[src/rtl/octree_pkg.sv]
// Shared octree encodings: controller memory modes, SRAM owner and
// arbiter state.
package octree_pkg;

    localparam logic [1:0] MEM_NAN      = 2'd0;
    localparam logic [1:0] MEM_SEARCHER = 2'd1;
    localparam logic [1:0] MEM_UPDATER  = 2'd2;
    localparam logic [1:0] MEM_SHARED   = 2'd3;

    typedef enum logic [1:0] {
        OWNER_NONE = 2'd0,
        OWNER_S    = 2'd1,
        OWNER_U    = 2'd2
    } owner_e;

    typedef enum logic [1:0] {
        IDLE  = 2'd0,
        OWN_S = 2'd1,
        OWN_U = 2'd2,
        DRAIN = 2'd3
    } arb_state_e;

endpackage

[src/rtl/octree_rsp_router.sv]
// Tagged read-response pipeline: follows each read through the SRAM
// latency and hands the data back to the requester that issued it.
import octree_pkg::*;

module octree_rsp_router #(
    parameter int DATA_WIDTH = 64
) (
    input  logic                  clk,
    input  logic                  rst,
    input  logic                  rd_accept,
    input  owner_e                rd_owner,
    input  logic [DATA_WIDTH-1:0] sram_rdata,
    output logic                  s_rsp_valid,
    output logic [DATA_WIDTH-1:0] s_rsp_rdata,
    output logic                  u_rsp_valid,
    output logic [DATA_WIDTH-1:0] u_rsp_rdata,
    output logic [1:0]            inflight
);

    logic   t1_valid;
    logic   t2_valid;
    owner_e t1_owner;
    owner_e t2_owner;
    logic   hit_s;
    logic   hit_u;

    assign hit_s = t2_valid && (t2_owner == OWNER_S);
    assign hit_u = t2_valid && (t2_owner == OWNER_U);

    always_ff @(posedge clk) begin
        if (rst) begin
            t1_valid    <= 1'b0;
            t2_valid    <= 1'b0;
            t1_owner    <= OWNER_NONE;
            t2_owner    <= OWNER_NONE;
            s_rsp_valid <= 1'b0;
            u_rsp_valid <= 1'b0;
            s_rsp_rdata <= '0;
            u_rsp_rdata <= '0;
            inflight    <= 2'd0;
        end else begin
            t1_valid    <= rd_accept;
            t1_owner    <= rd_owner;
            t2_valid    <= t1_valid;
            t2_owner    <= t1_owner;
            s_rsp_valid <= hit_s;
            u_rsp_valid <= hit_u;
            if (hit_s) s_rsp_rdata <= sram_rdata;
            if (hit_u) u_rsp_rdata <= sram_rdata;
            // A read leaves the count when its response is registered
            case ({rd_accept, t2_valid})
                2'b10:   inflight <= inflight + 2'd1;
                2'b01:   inflight <= inflight - 2'd1;
                default: inflight <= inflight;
            endcase
        end
    end

endmodule

[src/rtl/octree_mem_arbiter.sv]
// Grants the octree node SRAM to the searcher or updater according to the
// controller mode, and drains outstanding reads before ownership moves.
import octree_pkg::*;

module octree_mem_arbiter #(
    parameter int ADDR_WIDTH   = 12,
    parameter int DATA_WIDTH   = 64,
    parameter int SELECT_WIDTH = 2
) (
    input  logic                    clk,
    input  logic                    rst,
    input  logic [SELECT_WIDTH-1:0] mem_select,
    input  logic                    s_req_valid,
    input  logic                    s_req_we,
    input  logic                    s_req_lock,
    input  logic [ADDR_WIDTH-1:0]   s_req_addr,
    input  logic [DATA_WIDTH-1:0]   s_req_wdata,
    output logic                    s_req_ready,
    output logic                    s_rsp_valid,
    output logic [DATA_WIDTH-1:0]   s_rsp_rdata,
    input  logic                    u_req_valid,
    input  logic                    u_req_we,
    input  logic                    u_req_lock,
    input  logic [ADDR_WIDTH-1:0]   u_req_addr,
    input  logic [DATA_WIDTH-1:0]   u_req_wdata,
    output logic                    u_req_ready,
    output logic                    u_rsp_valid,
    output logic [DATA_WIDTH-1:0]   u_rsp_rdata,
    output logic                    sram_ce,
    output logic                    sram_we,
    output logic [ADDR_WIDTH-1:0]   sram_addr,
    output logic [DATA_WIDTH-1:0]   sram_wdata,
    input  logic [DATA_WIDTH-1:0]   sram_rdata,
    output logic [1:0]              owner,
    output logic                    busy
);

    arb_state_e state;
    logic       rr_ptr;
    logic       lock_held;
    logic [1:0] mode;
    logic       permit_s;
    logic       permit_u;
    logic       s_acc;
    logic       u_acc;
    logic       rd_accept;
    owner_e     rd_owner;
    logic [1:0] inflight;

    assign mode     = mem_select[1:0];
    assign permit_s = (mode == MEM_SEARCHER) || (mode == MEM_SHARED);
    assign permit_u = (mode == MEM_UPDATER) || (mode == MEM_SHARED);

    assign s_req_ready = (state == OWN_S) && permit_s;
    assign u_req_ready = (state == OWN_U) && permit_u;
    assign s_acc       = s_req_valid && s_req_ready;
    assign u_acc       = u_req_valid && u_req_ready;

    assign owner = (state == OWN_S) ? OWNER_S :
                   (state == OWN_U) ? OWNER_U : OWNER_NONE;
    assign busy  = (state != IDLE) || (inflight != 2'd0);

    always_ff @(posedge clk) begin
        if (rst) begin
            state     <= IDLE;
            rr_ptr    <= 1'b0;
            lock_held <= 1'b0;
        end else begin
            unique case (state)
                IDLE: begin
                    if (mode == MEM_SEARCHER && s_req_valid) begin
                        state <= OWN_S;
                    end else if (mode == MEM_UPDATER && u_req_valid) begin
                        state <= OWN_U;
                    end else if (mode == MEM_SHARED && (s_req_valid || u_req_valid)) begin
                        // rr_ptr always ends up pointing at the loser
                        if (s_req_valid && (!u_req_valid || !rr_ptr)) begin
                            state  <= OWN_S;
                            rr_ptr <= 1'b1;
                        end else begin
                            state  <= OWN_U;
                            rr_ptr <= 1'b0;
                        end
                    end
                end
                OWN_S: begin
                    if (!permit_s) begin
                        state     <= (inflight != 2'd0) ? DRAIN : IDLE;
                        lock_held <= 1'b0;
                    end else if (s_acc && s_req_lock) begin
                        lock_held <= 1'b1;
                    end else if (s_acc && mode == MEM_SHARED && u_req_valid) begin
                        state     <= OWN_U;
                        rr_ptr    <= 1'b0;
                        lock_held <= 1'b0;
                    end else if (!s_acc && !lock_held) begin
                        state <= IDLE;
                    end else if (s_acc) begin
                        lock_held <= 1'b0;
                    end
                end
                OWN_U: begin
                    if (!permit_u) begin
                        state     <= (inflight != 2'd0) ? DRAIN : IDLE;
                        lock_held <= 1'b0;
                    end else if (u_acc && u_req_lock) begin
                        lock_held <= 1'b1;
                    end else if (u_acc && mode == MEM_SHARED && s_req_valid) begin
                        state     <= OWN_S;
                        rr_ptr    <= 1'b1;
                        lock_held <= 1'b0;
                    end else if (!u_acc && !lock_held) begin
                        state <= IDLE;
                    end else if (u_acc) begin
                        lock_held <= 1'b0;
                    end
                end
                DRAIN: begin
                    if (inflight == 2'd0) state <= IDLE;
                end
            endcase
        end
    end

    always_ff @(posedge clk) begin
        if (rst) begin
            sram_ce    <= 1'b0;
            sram_we    <= 1'b0;
            sram_addr  <= '0;
            sram_wdata <= '0;
        end else begin
            sram_ce <= s_acc || u_acc;
            sram_we <= (s_acc && s_req_we) || (u_acc && u_req_we);
            if (s_acc) begin
                sram_addr  <= s_req_addr;
                sram_wdata <= s_req_wdata;
            end else if (u_acc) begin
                sram_addr  <= u_req_addr;
                sram_wdata <= u_req_wdata;
            end
        end
    end

    assign rd_accept = (s_acc && !s_req_we) || (u_acc && !u_req_we);
    assign rd_owner  = s_acc ? OWNER_S : OWNER_U;

    octree_rsp_router #(
        .DATA_WIDTH(DATA_WIDTH)
    ) u_router (
        .clk        (clk),
        .rst        (rst),
        .rd_accept  (rd_accept),
        .rd_owner   (rd_owner),
        .sram_rdata (sram_rdata),
        .s_rsp_valid(s_rsp_valid),
        .s_rsp_rdata(s_rsp_rdata),
        .u_rsp_valid(u_rsp_valid),
        .u_rsp_rdata(u_rsp_rdata),
        .inflight   (inflight)
    );

endmodule

[config.mk]
export PLATFORM = sky130hd
export DESIGN_NAME = octree_mem_arbiter
export DESIGN_NICKNAME = d
export VERILOG_FILES = /design/src/rtl/octree_pkg.sv /design/src/rtl/octree_rsp_router.sv /design/src/rtl/octree_mem_arbiter.sv
export SDC_FILE = /design/constraint.sdc
export NUM_CORES = 1
export LEC_CHECK = 0
export BUFFER_PORTS_ARGS = -buffer_cell sky130_fd_sc_hd__buf_2
export CAP_MARGIN = 5
export CORE_AREA = 2 2 169 171
export DETAILED_ROUTE_END_ITERATION = 10
export DIE_AREA = 0 0 171 173
export HOLD_SLACK_MARGIN = 0.12
export PLACE_DENSITY = 0.67
export SLEW_MARGIN = 20
export SYNTH_ARGS = -nofsm -noshare
export SYNTH_HDL_FRONTEND = slang
export SYNTH_SLANG_ARGS = --single-unit
[constraint.sdc]
create_clock -name clk -period 2.5 [get_ports clk]
set_input_delay 0.375 -clock clk [delete_from_list [all_inputs] [get_ports clk]]
set_output_delay 0.375 -clock clk [all_outputs]
set_load 0.01 [all_outputs]
# Word level (Yosys, flattened, before mapping)
# Cells that the tools add are included.
# op_classes
reduce_logical,48
n_mux,45
addsub,2
n_eq_ne,29
# ops
cell,n
$mux 64,2
$mux 2,17
$mux 12,2
$logic_and 1x1->1,22
$mux 1,20
$ne 2x2->1 const B,8
$eq 2x2->1 const B,6
$ne 5x3->1 const B,2
$ne 5x5->1 const B,2
$reduce_and 10->1,1
$reduce_bool 2->1,5
$eq 2x1->1 const B,4
$logic_or 1x1->1,8
$ne 4x2->1 const B,2
$pmux 2 s4,1
$logic_not 1->1,7
$ne 3x3->1 const B,2
$reduce_and 6->1,1
$reduce_and 5->1,1
$logic_not 2->1,2
$ne 2x1->1 const B,2
$ne 4x4->1 const B,1
$pmux 2 s2,1
$pmux 1 s3,1
other kinds (4),4
# totals
register_bits,220
in_bits,226
wordCells,140
out_inout_bits,213

# Logic depth before layout (Yosys ltp)
# Gate-level depths: netlist of run 1.
# depth
ltp_word,11
ltp_mapped,11
mapped_depth_nobuf,10

# Modules after synthesis
# From an unflattened synthesis of run 1, not the netlist that was laid out.
# hier_totals
hier_cells,1084
area_unflattened_um2,8800.9
# by_module_without_submodules
mod,n_inst,seq_area_each_um2,cells_per_inst,area_per_inst_um2
octree_rsp_router,1,2762.6,585,4968.5
octree_mem_arbiter,1,1641.6,499,3832.4

# Worst setup path after synthesis of run 1
# OpenSTA, ideal clock, no wires.
# synth_path
kind,register to register
start,reg state[1]
end,reg u_router.inflight[1]
n_path_buf,1
stages_incl_launch_ff,11
required_time_ps,2430
setup_time_ps,70
period_less_slack_ps,2171
t_arrival_ps,2101
slack_ps,329
cell_sequence,dfxtp_1 > inv_1 > ha_1 > nand2_1 > inv_1 > nand2_1 > buf_2 > o22a_1 > ha_1 > or3_1 > a21oi_1
# synth_between
elab_chain_len,7
word_cells_on_any_way,13
cone_classes,eq/ne (4); mux (1); reduce/logical (8)
# synth_lines
element,line_no,text
from (decl),octree_mem_arbiter.sv:38,arb_state_e state;
from (signal assigned),octree_mem_arbiter.sv:88,state <= (inflight != 2'd0) ? DRAIN : IDLE;
from (signal assigned),octree_mem_arbiter.sv:104,state <= (inflight != 2'd0) ? DRAIN : IDLE;
$eq 2x1->1 *,octree_mem_arbiter.sv:54,assign s_req_ready = (state == OWN_S) && permit_s;
$logic_and 1x1->1 *,octree_mem_arbiter.sv:54,
net s_req_ready,octree_mem_arbiter.sv:18,"output logic s_req_ready,"
$logic_and 1x1->1 *,octree_mem_arbiter.sv:56,assign s_acc = s_req_valid && s_req_ready;
$logic_and 1x1->1 *,octree_mem_arbiter.sv:144,assign rd_accept = (s_acc && !s_req_we) || (u_acc && !u_req_we);
$logic_or 1x1->1 *,octree_mem_arbiter.sv:144,
$eq 2x1->1 or $eq 2x2->1 (tied branches),octree_rsp_router.sv:51,"case ({rd_accept, t2_valid})"
$pmux 2 s2 or $reduce_bool 2->1 (tied branches),n/a,
to (signal assigned),octree_rsp_router.sv:52,2'b10: inflight <= inflight + 2'd1;
to (signal assigned),octree_rsp_router.sv:53,2'b01: inflight <= inflight - 2'd1;
to (signal assigned),octree_rsp_router.sv:54,default: inflight <= inflight;
to (decl),octree_rsp_router.sv:17,output logic [1:0] inflight
# The timed path passes the listed nets; every way through them passes the cells marked *.
# A chain may end at the register's enable or synchronous reset.

# Worst setup path after layout of run 1
# layout_path
start,reg state[1]
end,reg u_router.inflight[1]
# layout_between
elab_chain_len,7
word_cells_on_any_way,13
cone_classes,eq/ne (4); mux (1); reduce/logical (8)
# layout_lines
element,line_no
$eq 2x1->1 or $eq 2x2->1 (tied branches),"octree_mem_arbiter.sv:54, octree_mem_arbiter.sv:55"
"$logic_and 1x1->1, on equally long branches","octree_mem_arbiter.sv:54, octree_mem_arbiter.sv:55"
"$logic_and 1x1->1, on equally long branches","octree_mem_arbiter.sv:56, octree_mem_arbiter.sv:57"
$logic_and 1x1->1,octree_mem_arbiter.sv:144
$logic_or 1x1->1 *,octree_mem_arbiter.sv:144
$eq 2x1->1 or $eq 2x2->1 (tied branches),octree_rsp_router.sv:51
$pmux 2 s2 or $reduce_bool 2->1 (tied branches),n/a
# Mark *: on every way between the ends. The rest lies on a longest branch, timed or not.

==> summary.txt, run 1 <==
Hold path
  • Hold crit path type: in -> reg
  • Worst Hold Depth: 3
  • Min-delay src: u_req_wdata[15]

GRT
  • Largest net degree at the start of global routing: ~160
  • First-pass GRT wire length: 46910 um
  • GRT Util Overall: between 10% and 20%
  • Initial antenna violation count: 9
  • Vias in the first global route: ~9100
  • Overflow after GRT: 0

Setup path
  • Reg2Reg Setup Slack: approximately 0.35 ns
  • Critical Path RT: 2.94 ns
  • Worst setup startpoint: state[1]
  • Crit start category: flip-flop
  • Worst Path Class, Setup: reg -> reg
  • Worst R2R Start: state[1]
  • CP Max Fanout: 5
  • Reg2reg path depth: 9
  • Worst EP arrival: approximately 2.6 ns
  • Worst Setup End Kind: flip-flop

Drt
  • 1st-iter DRT viols: 551
  • DRT antenna net count: 0
  • Routed WL: between 30000 and 40000 um
  • Vias per cell: 4.787
  • Vias: 9536
  • Drt wl/cell: roughly 16 um
  • Residual DRC count: 0
  • First-pass iteration count of the detailed router: 4

Logic synthesis
  • Post-synth EDFFs: 0
  • Syn Nets: 1315
  • Synth warn: 0
  • Compound-Gate Fraction of Synth Area: approximately 18%
  • Post-synthesis cell type count: 44
  • Most common cell in the netlist: nand2_1
  • Ys async rst share: 0%
  • Cells after synthesis: around 1100
  • Synth Area in Simple Gates: a little under a quarter
  • Main synth FF type: dfxtp_1
  • Share of the synthesized area in the top cell type: 51.53%
  • Register bit total from synthesis: 220
  • Register area share after synthesis: 51.53%
  • Post-Syn Area: 8547 um^2
  • Post-Synth XOR/XNOR Area: 0.2049%
  • Area leader, netlist: dfxtp_1
  • Adder-cell share of the synthesized area: about 1.2%
  • Synth area leaders: dfxtp_1 (52%), nand2_1 (18%), a311oi_1 (7.8%)
  • Post-synth top cells: nand2_1 (416), dfxtp_1 (220), a21oi_1 (132)
  • Avg Cell Area, Syn: roughly 8 um^2
  • Largest family of logic cells by synthesized area: simple AND/OR/NAND/NOR gates
  • Proportion of synthesized area in mux cells: 0.2489%

Clocking
  • Worst-skew pair later-pin latency: 0.52 ns
  • Htree depth: 1
  • Deepest clock path buffer count: 3
  • CTS sink count: 220
  • TritonCTS clock tree: built
  • Clock slew at the register clock pins of the worst setup and hold paths: around 0.060 ns
  • CTS Root Cell: clkbuf_16
  • CTS Buf Count: 24
  • Cts repair resizes: 0

Power
  • Comb pwr share: around 18%
  • Clk pwr share: ~41%
  • Sequential power share: 41.4%
  • Worst vdd ir: around 0.00039 V
  • Psw: ~0.0025 W
  • Leakage: around 5.7 nW
  • PwrDens: 717.2 nW/um^2
  • Internal power component: approximately 0.007 W
  • Sw Ratio: between 20% and 30%

Place
  • Port bufs: around 440
  • DP Cell Count: roughly 1800
  • HPWL Detailed: 20540 um
  • DP Worst Slack: around 0.37 ns
  • Gp weighted congestion: between 0.8 and 0.9

Flow run
  • Max Cap Viol: 0

Floorplan
  • Core Region: 27630 um^2
  • FP Rows: a little over 60
  • Die ar.: a little under 30000 um^2
  • Die Width: around 170 um
  • I/O pin cnt: ~440
  • Die extent in y: 173 um
  • Initial Util: between 30 and 40%

Cells and area
  • Area Overhead vs Synth: 52.92%
  • Fin cells: 1992
  • Fill cell count: around 2700
  • Total Nets Final: roughly 1800
  • Share of cells above drive strength 1: about a third

STA
  • Skew final: between 0.01 and 0.015 ns
  • Endpoints failing hold: 0
  • RSZ-0062 raised after global routing: false
  • Slew Limit Fails: 0
  • Fmax: approximately 460 MHz
  • Worst-Margin Slew: between 0.6 and 0.7 ns
  • Setup ws final: between 0.3 and 0.4 ns
  • Crit share post-route: 86.13%
  • Slew margin rel.: a little under three fifths
  • Hold_ws: about 0.14 ns
  • Final Critical Period: 2.153 ns
  • Fin Setup TNS: 0 ns
  • Final setup viols: 0

Outcome
  • Status: complete, no violations
==> final timing paths <==
path / endpoint
max: u_router.inflight[1]
min: sram_wdata[15]
max reg2reg: u_router.inflight[1]
min reg2reg: u_router.t2_valid
==> worst max-delay path, stage by stage, from the launching register on <==
cell and delay [ns]:
dfxtp_1 0.35, inv_1 0.13, ha_1 0.25, nand2_1 0.09
inv_1 0.13, nand2_4 0.07, o22a_1 0.21, ha_1 0.35
or3_1 0.35, a21oi_1 0.13
==> sequential cells by signal, indices dropped and copies added (netlist names), 2 cells and up <==
| signal | cells |
|---|---|
| u_router.inflight | 2 |
| u_router.u_rsp_rdata | 64 |
| u_router.t1_owner | 2 |
| state | 2 |
| sram_wdata | 64 |
| u_router.s_rsp_rdata | 64 |
| sram_addr | 12 |
| u_router.t2_owner | 2 |
==> metrics by stage <==
| step | cell area, um^2 | utilization [%] | total power, W |
|---|---|---|---|
| 6_report | 13070 | 47.31 | 0.009374 |
| 5_1_grt | 13070 | 47.30 | 0.009808 |
| 3_3_place_gp | 11020 | 39.88 | 0.005449 |
| 4_1_cts | 13060 | 47.25 | 0.009446 |
| 3_5_place_dp | 11020 | 39.88 | 0.005471 |
| 2_1_floorplan | 8547 | - | 0.004837 |
==> cells by family after synthesis <==
kind of cell / Yosys count
compound gates: 229
xor+xnor: 2
fa+ha+maj: 8
buf+inv: 96
flops: 220
mux: 2
simple gates: 524
==> final cells by class <==
cell class | count | area (um^2) | share of cell area (%)
flip-flops and latches | 220 | 4404 | 33.70
well taps | 378 | 473.0 | 3.619
clock inverters | 13 | 177.7 | 1.359
inverters | 6 | 22.52 | 0.1723
diodes | 6 | 15.01 | 0.1149
clock buffers | 31 | 678.2 | 5.189
multi-input cells | 765 | 3705 | 28.35
repair buffers | 573 | 3595 | 27.50
==> placed cells by master (no fill, tap or decap), types with 2 or more instances in the layout <==
cell           synthesis  layout
nor2_1                87      86
nor3_1                 2       2
clkbuf_16              0      25
nand3_1                2       2
o211ai_1               3       3
clkinv_2               0       5
dfxtp_1              220     220
clkinvlp_4             0       2
dlygate4sd3_1          0     118
ha_1                   8       8
a211oi_1               4       4
a311oi_2               2       2
or2_2                  2       2
a311oi_1              76      76
clkbuf_1              40       3
nand2b_1               3       3
bufinv_16              0       4
a31oi_1                2       2
buf_4                  2      10
nor2b_1                3       3
buf_12                 0       7
nand2_1              416     415
clkbuf_8               0       3
inv_1                  6       6
a21oi_1              132     132
diode_2                0       6
buf_2                 33     437
==> power groups by stage <==
stage          Clock, W  Combinational (W)  Sequential (W)
3_3_place_gp          0            0.00151         0.00394
4_1_cts         0.00388            0.00168         0.00388
6_report        0.00380            0.00169         0.00388
3_5_place_dp          0            0.00153         0.00394
5_1_grt         0.00405            0.00185         0.00391
2_1_floorplan         0           0.000804         0.00403
==> timing repair <==
item                      CTS  global route
hold endpoints to repair  163             0
buffers inserted            0             0
hold buffers              118             0
==> routing by layer <==
layer  vias to the layer above  share of wire [%]  track usage, %
met5                         -              0.087               0
met4                         4                3.8           7.804
met3                        85                 10           6.706
met2                       415                 47           33.23
met1                      4388                 39           21.88
li1                       4644                  -               -
(Power assumes the default switching activity.)
==> run 2, diff against run 1 <==
CORE_AREA = 2 2 172 174   (was 2 2 169 171)
DIE_AREA = 0 0 174 176   (was 0 0 171 173)
PLACE_DENSITY = 0.65   (was 0.67)
==> run 2 against run 1 <==
Compared with the run above: maximum frequency decreased by 1.9%; critical endpoint is now sram_wdata[48]; combinational power shrank 3%; global-route usage fell by 0.054 points; clock skew fell by 0.0021 ns; cell area down 4.4%; routed wire length grew 0.95%.
==> summary.txt, run 2 (same netlist as run 1, synthesis figures left out) <==
Outcome
  • Status: complete, no violations (unchanged)

Setup path
  • Setup crit end: sram_wdata[48] (was u_router.inflight[1])
  • CP Max Fanout: 154 (was 5)
  • Critical R2R Capture: sram_wdata[48] (was u_router.inflight[1])
  • Most used cell, CP: inv_1
  • Worst R2R Start: state[1] (unchanged)
  • Critical Path RT: 2.90 ns (was 2.94 ns)
  • Largest stage delay, worst path: 0.44 ns (was 0.35 ns)
  • Worst Setup End Kind: flip-flop (unchanged)
  • Cell depth of the worst setup path: 8 (was 9)
  • Family with the most delay on the worst path: buffers and inverters (was adder cells)
  • CP max stage cell: dfxtp_1 (unchanged)
  • Worst setup startpoint: state[1] (unchanged)
  • Crit start category: flip-flop (unchanged)
  • Reg2Reg Setup Slack: 0.31 ns (was 0.35 ns)
  • CP bufs+invs: 3 (was 2)
  • Crit-path cells: inv_1 -> ha_1 -> nand2_1 -> inv_1 -> nand2_4 -> buf_12 -> nor2_1 -> a311oi_1 (was inv_1 -> ha_1 -> nand2_1 -> inv_1 -> nand2_4 -> o22a_1 -> ha_1 -> or3_1 -> a21oi_1)
  • Reg2reg path depth: 8 (was 9)
  • Worst Path Class, Setup: reg -> reg (unchanged)
  • Worst EP arrival: 2.59 ns (about the same)

STA
  • Fmax: 455.7 MHz (was 464.4 MHz)
  • Hold_ws: 0.1430 ns (was 0.1364 ns)
  • RSZ-0062 raised after global routing: false (unchanged)
  • Worst-Margin Slew: 0.6876 ns (was 0.6663 ns)
  • Slew margin rel.: 54.16% (was 55.58%)
  • Endpoints failing hold: 0 (unchanged)
  • Skew final: 0.009892 ns (was 0.01197 ns)
  • Final setup viols: 0 (unchanged)
  • Slew Limit Fails: 0 (unchanged)
  • Fin Setup TNS: 0 ns (unchanged)
  • Final Critical Period: 2.194 ns (was 2.153 ns)
  • Crit share post-route: 87.77% (was 86.13%)

Power
  • Worst vdd ir: 0.0004195 V (was 0.0003933 V)
  • Sequential power share: 44.2% (was 41.4%)
  • Clk pwr share: 37.2% (was 40.6%)
  • Leakage: 5.460 nW (was 5.713 nW)
  • Sw Ratio: 27.84% (was 27.12%)
  • Psw: 0.002452 W (was 0.002542 W)
  • Comb pwr share: 18.6% (was 18.0%)
  • PwrDens: 704.5 nW/um^2 (was 717.2 nW/um^2)
  • Internal power component: 0.006353 W (was 0.006832 W)

Clocking
  • Htree depth: 1 (unchanged)
  • Worst-skew pair later-pin latency: 0.50 ns (was 0.52 ns)
  • CTS sink count: 220 (unchanged)
  • Deepest clock path buffer count: 3 (unchanged)
  • Clock slew at the register clock pins of the worst setup and hold paths: 0.06 ns (about the same)
  • Hold Buf Count CTS: 76 (was 118)
  • Post-CTS Repair Setup Buffers: 0 (unchanged)
  • CTS Root Cell: clkbuf_16 (unchanged)
  • TritonCTS clock tree: built (unchanged)
  • Cts repair resizes: 0 (unchanged)
  • CTS Buf Count: 23 (was 24)

Cells and area
  • Total Nets Final: 1778 (was 1824)
  • Finished Cell Area: 12500 um^2 (was 13070 um^2)
  • Top flop regs: sram_wdata (64), u_router.s_rsp_rdata (64), u_router.u_rsp_rdata (64) (unchanged)
  • Area Overhead vs Synth: 46.22% (was 52.92%)
  • Commonest non-fill, non-tap cells in the layout: buf_2 (437), nand2_1 (415), dfxtp_1 (220) (unchanged)
  • Core Util, Final: 43.78% (was 47.31%)
  • Share of cells above drive strength 1: 31.82% (was 31.53%)
  • Commonest non-fill, non-tap cell in the layout: buf_2 (unchanged)

Hold path
  • Hold crit path type: in -> reg (unchanged)
  • Worst Hold Depth: 3 (unchanged)

GRT
  • GRT Util Overall: 19.34% (was 19.39%)
  • Vias in the first global route: 9222 (was 9135)
  • First-pass GRT wire length: 48430 um (was 46910 um)
  • Largest net degree at the start of global routing: 155 (unchanged)
  • Initial antenna violation count: 5 (was 9)
  • Overflow after GRT: 0 (unchanged)

Floorplan
  • Core Region: 28550 um^2 (was 27630 um^2)
  • Initial Util: 29.94% (was 30.93%)
  • Die extent in y: 176 um (was 173 um)
  • I/O pin cnt: 439 (unchanged)
  • Die ar.: 30620 um^2 (was 29580 um^2)
  • FP Rows: 62 (was 61)
  • Die Width: 174 um (was 171 um)

Place
  • HPWL Detailed: 21790 um (was 20540 um)
  • Port bufs: 438 (unchanged)
  • Gp weighted congestion: 0.8835 (was 0.8451)
  • Placed instance area: 11020 um^2 (about the same)

Drt
  • Routed length on met1: 12300 um (was 12190 um)
  • First-pass iteration count of the detailed router: 4 (unchanged)
  • Routed WL: 31350 um (was 31050 um)
  • Residual DRC count: 0 (unchanged)
  • Vias per cell: 4.801 (was 4.787)
  • Drt wl/cell: 16.11 um (was 15.59 um)
  • DR top layer: met5 (unchanged)
  • Met2 routed WL: 14980 um (was 14540 um)
  • Vias: 9342 (was 9536)
  • 1st-iter DRT viols: 486 (was 551)
  • DRT antenna net count: 0 (unchanged)
  • Met3 WL: 2758 um (was 3134 um)

Flow run
  • Max Cap Viol: 0 (unchanged)
run 2: changes by cell type in the layout (fill, tap and decap cells not counted), sizes merged:
cell,previous run,this run
buf,455,452
clkinvlp,2,0
clkbuf,31,37
diode,6,3
clkinv,6,3
bufinv,4,0
inv,7,6
dlygate4sd3,118,76
run 2: per-layer routing:
layer,track usage (%),vias to the layer above
met4,8.228,6
met2,33.86,399
met5,0,-
met3,5.879,80
met1,21.87,4321
li1,-,4536
run 2: final cells by class:
cell class / instances / area (um^2)
clock inverter: 3 / 15.01
sequential: 220 / 4404
antenna: 3 / 7.507
multi-input combinational: 765 / 3705
clock buffer: 37 / 698.2
timing repair buffer: 528 / 3164
tap: 384 / 480.5
inverter: 6 / 22.52
fill: 2905 / 16050
run 2: metrics by stage:
step | std cells | setup slack [ns] | total power (W)
floorplan | 1081 | 0.3288 | 0.004837
global placement | 1827 | 0.4539 | 0.005466
detailed placement | 1827 | 0.3859 | 0.005491
CTS | 1943 | 0.3516 | 0.008878
global route | 1945 | 0.1676 | 0.009206
finish | 1946 | 0.3058 | 0.008805
run 2: how the worst min path moves through the flow:
stage | to | startpoint | slack [ns]
global route | u_router.u_rsp_rdata[14] | sram_rdata[14] | 0.13
finish | sram_addr[2] | u_req_addr[2] | 0.14
floorplan | u_router.t2_owner[0] | u_router.t1_owner[0] | 0.41
global placement | u_router.t2_valid | u_router.t1_valid | 0.42
detailed placement | u_router.t2_valid | u_router.t1_valid | 0.43
CTS | sram_wdata[11] | u_req_wdata[11] | 0.12
run 2: power groups by stage:
stage / Sequential (W) / Combinational (W) / Clock, W
global route: 0.00391 / 0.00180 / 0.00349
finish: 0.00389 / 0.00164 / 0.00328
global placement: 0.00395 / 0.00152 / 0
CTS: 0.00389 / 0.00164 / 0.00335
detailed placement: 0.00395 / 0.00154 / 0
floorplan: 0.00403 / 0.000804 / 0
run 2: tightest hold or removal path: stages:
cell and delay, ns:
buf_2 0.09, nand2_1 0.05, a311oi_1 0.07
